==> src/rtl/pipe_pkg.sv <==
// Shared pipeline types and constants for the hazard/forwarding logic.
package pipe_pkg;

  localparam int REG_AW = 5;
  localparam int FWD_RF = 0;

  typedef struct packed {
    logic              valid;
    logic [REG_AW-1:0] rd;
    logic              is_load;
  } sb_entry_t;

endpackage

==> src/rtl/hazard_scoreboard.sv <==
// Shift-register scoreboard of in-flight register writers downstream of execute.
// Entry 0 is youngest; the oldest entry drives the register-file retire port.
module hazard_scoreboard
  import pipe_pkg::*;
#(
  parameter int REG_AW = pipe_pkg::REG_AW,
  parameter int DEPTH  = 2
) (
  input  logic                           clk,
  input  logic                           rst,
  input  logic                           bubble,
  input  logic                           in_valid,
  input  logic [REG_AW-1:0]              in_rd,
  input  logic                           in_is_load,
  output logic [DEPTH-1:0]               sb_valid,
  output logic [DEPTH-1:0][REG_AW-1:0]   sb_rd,
  output logic [DEPTH-1:0]               sb_is_load,
  output logic                           retire_valid,
  output logic [REG_AW-1:0]              retire_rd
);

  always_ff @(posedge clk or posedge rst) begin
    if (rst) begin
      sb_valid   <= '0;
      sb_rd      <= '0;
      sb_is_load <= '0;
    end else begin
      sb_valid[0]   <= in_valid & ~bubble;
      sb_rd[0]      <= in_rd;
      sb_is_load[0] <= in_is_load;
      for (int i = 1; i < DEPTH; i++) begin
        sb_valid[i]   <= sb_valid[i-1];
        sb_rd[i]      <= sb_rd[i-1];
        sb_is_load[i] <= sb_is_load[i-1];
      end
    end
  end

  assign retire_valid = sb_valid[DEPTH-1];
  assign retire_rd    = sb_rd[DEPTH-1];

endmodule

==> src/rtl/hazard_fwd_unit.sv <==
// Hazard detection, operand forwarding and branch flush for the RV32 pipeline.
// Define HAZARD_PERF_EN to implement the stall/flush performance counters.
module hazard_fwd_unit
  import pipe_pkg::*;
#(
  parameter  int REG_AW   = pipe_pkg::REG_AW,
  parameter  int DEPTH    = 2,
  parameter  int LOAD_LAT = 1,
  localparam int SEL_W    = $clog2(DEPTH + 1)
) (
  input  logic              clk,
  input  logic              rst,
  input  logic              id_valid,
  input  logic [REG_AW-1:0] id_rs1,
  input  logic [REG_AW-1:0] id_rs2,
  input  logic              id_rs1_used,
  input  logic              id_rs2_used,
  input  logic [REG_AW-1:0] id_rd,
  input  logic              id_rd_we,
  input  logic              id_is_load,
  input  logic              br_taken,
  output logic              stall_f,
  output logic              flush_fd,
  output logic              issue,
  output logic [SEL_W-1:0]  fwd_a_sel,
  output logic [SEL_W-1:0]  fwd_b_sel,
  output logic              retire_valid,
  output logic [REG_AW-1:0] retire_rd,
  output logic [31:0]       stall_cnt,
  output logic [31:0]       flush_cnt
);

  logic [DEPTH-1:0]             sb_valid;
  logic [DEPTH-1:0][REG_AW-1:0] sb_rd;
  logic [DEPTH-1:0]             sb_is_load;
  logic                         busy_a;
  logic                         busy_b;

  hazard_scoreboard #(
    .REG_AW (REG_AW),
    .DEPTH  (DEPTH)
  ) u_sb (
    .clk          (clk),
    .rst          (rst),
    .bubble       (~issue),
    .in_valid     (id_valid & id_rd_we & (id_rd != '0)),
    .in_rd        (id_rd),
    .in_is_load   (id_is_load),
    .sb_valid     (sb_valid),
    .sb_rd        (sb_rd),
    .sb_is_load   (sb_is_load),
    .retire_valid (retire_valid),
    .retire_rd    (retire_rd)
  );

  // Scan oldest to youngest so the youngest match overwrites older ones.
  always_comb begin
    fwd_a_sel = SEL_W'(FWD_RF);
    fwd_b_sel = SEL_W'(FWD_RF);
    busy_a    = 1'b0;
    busy_b    = 1'b0;
    for (int i = DEPTH - 1; i >= 0; i--) begin
      if (id_rs1_used && (id_rs1 != '0) && sb_valid[i] && (sb_rd[i] == id_rs1)) begin
        fwd_a_sel = SEL_W'(i + 1);
        busy_a    = sb_is_load[i] && (i < LOAD_LAT);
      end
      if (id_rs2_used && (id_rs2 != '0) && sb_valid[i] && (sb_rd[i] == id_rs2)) begin
        fwd_b_sel = SEL_W'(i + 1);
        busy_b    = sb_is_load[i] && (i < LOAD_LAT);
      end
    end
  end

  assign stall_f  = id_valid & (busy_a | busy_b);
  assign issue    = id_valid & ~stall_f;
  assign flush_fd = br_taken & issue;

`ifdef HAZARD_PERF_EN
  always_ff @(posedge clk or posedge rst) begin
    if (rst) begin
      stall_cnt <= '0;
      flush_cnt <= '0;
    end else begin
      if (stall_f && (stall_cnt != '1)) stall_cnt <= stall_cnt + 32'd1;
      if (flush_fd && (flush_cnt != '1)) flush_cnt <= flush_cnt + 32'd1;
    end
  end
`else
  assign stall_cnt = '0;
  assign flush_cnt = '0;
`endif

endmodule

==> config.mk <==
export PLATFORM = sky130hd
export DESIGN_NAME = hazard_fwd_unit
export DESIGN_NICKNAME = d
export VERILOG_FILES = /design/src/rtl/pipe_pkg.sv /design/src/rtl/hazard_scoreboard.sv /design/src/rtl/hazard_fwd_unit.sv
export SDC_FILE = /design/constraint.sdc
export NUM_CORES = 1
export LEC_CHECK = 0
export ABC_AREA = 1
export CELL_PAD_IN_SITES_DETAIL_PLACEMENT = 0
export CELL_PAD_IN_SITES_GLOBAL_PLACEMENT = 1
export CORE_UTILIZATION = 22
export DETAILED_ROUTE_END_ITERATION = 8
export PLACE_DENSITY = 0.82
export SETUP_SLACK_MARGIN = 0.5
export SYNTH_ARGS = -nofsm -noshare
export SYNTH_HDL_FRONTEND = slang
export SYNTH_SLANG_ARGS = --single-unit
==> constraint.sdc <==
create_clock -name clk -period 1.6 [get_ports clk]
set_clock_uncertainty 0.1 [all_clocks]
set_input_delay 0.32 -clock clk [delete_from_list [all_inputs] [get_ports clk]]
set_output_delay 0.32 -clock clk [all_outputs]
set_load 0.03 [all_outputs]
==> results.yml <==
outcome:
  outcome: "finished, violations left"
  failed_checks: "negative setup slack"
clock_tree:
  ctsHoldBuffers: 0
  cts-root-buf: "clkbuf_8"
  max-clock-path-buffers: 2
  path_clk_slew_ns: 0.05
  clock_sinks: 13
  worst_skew_pair.late_latency_ns: 0.23
  numCtsBuffers: 3
  cts.htree.levels: 1
  cts_tree: "done"
global_route:
  grt_pass1_vias: 837
  gr-usage-all-layers_pct: 7.62
  grt_pass1_wl_um: 3680
  antenna_found_initial: 0
  overflow: 0
  grt_start_max_net_pins: 14
sta:
  post-route-period-util_pct: 120
  fin_crit_ns: 1.93
  hold_viol: 0
  fmaxAchievable_mhz: 519
  slew_violations: 0
  grt_setup_unrepaired: "true"
  setup_slack_ns: -0.326
  setup_violations: 7
routing:
  drtPass1Iterations: 4
  totalWireLength_um: 2440
  drt_first_iter_violations: 19
  final_antenna_net_count: 0
  vias: 983
  drc: 0
  post_drt_wl_per_cell_um: 8.46
  vias_per_cell: 3.41
final_layout:
  area_growth_pct: 33.2
  fill_cells: 614
  layout-drive-gt1-share_pct: 29.6
  diodes: 0
  nNetsFinal: 240
  final_area_mm2: 0.00170
synthesis:
  yosys.area.top_type: "buf_4"
  ys_warn_count: 0
  synthTopCellsByArea: "buf_4 (41%), dfrtp_1 (25%), nand2_1 (4.7%)"
  yosysUniqueCellTypes: 26
  synth_top_area_share_pct: 40.5
  syn_area_per_cell_um2: 7.56
  synth_edf_count: 0
  synth_flop_cell: "dfrtp_1"
  ys_seq_area_share_pct: 25.5
  synthTopCellsByCount: "buf_4 (69), nand2_1 (16), inv_1 (15)"
  postSynth.asyncResetShare_pct: 100
  synthCells: 169
  yosysMostFrequentCell: "buf_4"
  synth_seq_cells: 13
  netlist_area_mm2: 0.00128
power:
  max-vdd-ir-drop_v: 0.000377
  leakage_uw: 0.000878
  powerDensity_mw_per_mm2: 631
  design_power_total_uw: 1070
critical_path:
  endpoint_kind: "output port"
  path_class: "reg -> out"
  critical_path.max_fanout: 4
  critPathRequiredTime_ns: 1.18
  startpoint_type: "flip-flop"
  arrival_ns: 1.51
floorplanning:
  io_pins: 100
  start_util_pct: 23.1
  coreArea_mm2: 0.00554
  die_area_mm2: 0.00612
  die_h_um: 78.2
  std_cell_rows: 27
  die_w_um: 78.2
min_path:
  min_path_type: "reg -> reg"
place:
  port_buffers: 35
  place_area_mm2: 0.00153
  dp_hpwl_um: 2060
  gp_congestion: 0.846
job:
  cap_violations: 0
[per-layer routing]
| metal | track usage, % | routed length (um) | vias to the layer above |
|---|---|---|---|
| li1 | - | - | 484 |
| met1 | 9.86 | 1050 | 431 |
| met2 | 12.7 | 1130 | 66 |
| met3 | 1.05 | 228 | 2 |
| met4 | 2.96 | 28 | 0 |
| met5 | 0 | 0 | - |
[repair_timing]
item	4_1_cts	5_1_grt
gates resized for setup	73	15
buffers inserted	1	2
setup endpoints to repair	14	14
pin swaps	16	5
[cells in the final DEF (no fill, tap or decap), types with 3 or more instances in the layout]
| master | count |
|---|---|
| dlygate4sd2_1 | 6 |
| inv_2 | 12 |
| nor2_4 | 4 |
| clkbuf_8 | 3 |
| nand2_1 | 16 |
| inv_1 | 9 |
| nor2_1 | 8 |
| dfrtp_2 | 3 |
| buf_4 | 8 |
| o21ai_1 | 3 |
| o22ai_1 | 4 |
| conb_1 | 64 |
| buf_6 | 19 |
| xor2_1 | 5 |
| nand3_1 | 5 |
| dfrtp_1 | 10 |
| clkdlybuf4s50_1 | 12 |
[power breakdown]
group	switching [uW]	total [uW]	internal [uW]
registers	22.2	369	347
logic	311	430	119
clock network	100	275	175
[registers in the layout (all words and copies together), names as in the netlist]
name             flops
u_sb.sb_rd           5
u_sb.retire_rd       5
u_sb.sb_is_load      1
u_sb.sb_valid        2
[metrics by stage]
stage	hold WS (ns)	worst slack, ns	instances	setup TNS, ns	utilization (%)
finish	0.274	-0.326	288	-1.90	30.7
global route	0.301	-0.422	288	-2.56	30.7
CTS	0.278	-0.335	286	-1.99	29.7
detailed placement	0.267	-0.627	281	-4.07	27.7
global placement	0.269	-0.612	281	-3.92	27.7
floorplan	0.0969	0.0536	232	0	-
[worst max-delay path, cell delays in order (launching register included)]
cell,delay (ns)
dfrtp_1,0.39
inv_2,0.08
buf_4,0.11
o21ai_2,0.05
nor2_2,0.17
buf_4,0.14
nand3_2,0.08
inv_2,0.09
nor2_4,0.04
buf_6,0.13
[path summary, 6_finish.rpt]
check	slack, ns	depth (start not counted)	endpoint	from
max	-0.33	9	fwd_a_sel[1]	u_sb.sb_rd[3]$_DFF_PP0_
min	0.27	0	u_sb.sb_valid[1]$_DFF_PP0_	u_sb.sb_valid[0]$_DFF_PP0_
max reg2reg	0.23	7	u_sb.sb_valid[0]$_DFF_PP0_	u_sb.sb_rd[3]$_DFF_PP0_
min reg2reg	0.27	0	u_sb.sb_valid[1]$_DFF_PP0_	u_sb.sb_valid[0]$_DFF_PP0_
max in group asynchronous	0.77	2	u_sb.retire_rd[0]$_DFF_PP0_	rst
min in group asynchronous	0.29	2	u_sb.sb_rd[3]$_DFF_PP0_	rst
[kinds of logic after synthesis]
kind of cell              after synthesis  share of synthesized area (%)
buffers and inverters                  91                           47.0
and+or+nand+nor                        44                           16.0
AOI/OAI and AO/OA                      14                           7.15
DFF                                    13                           25.5
xor gates and xnor gates                6                           4.11
other                                   1                          0.294
[area by class of cell]
class	count	area (um^2)	area share (%)
Clock buffer	4	45.0	2.65
Sequential cell	13	329	19.3
Tap cell	72	90.1	5.29
Inverter	22	82.6	4.85
Multi-Input combinational cell	128	672	39.5
Timing Repair Buffer	49	483	28.4
Note: power is estimated with default switching activity, not from simulation.
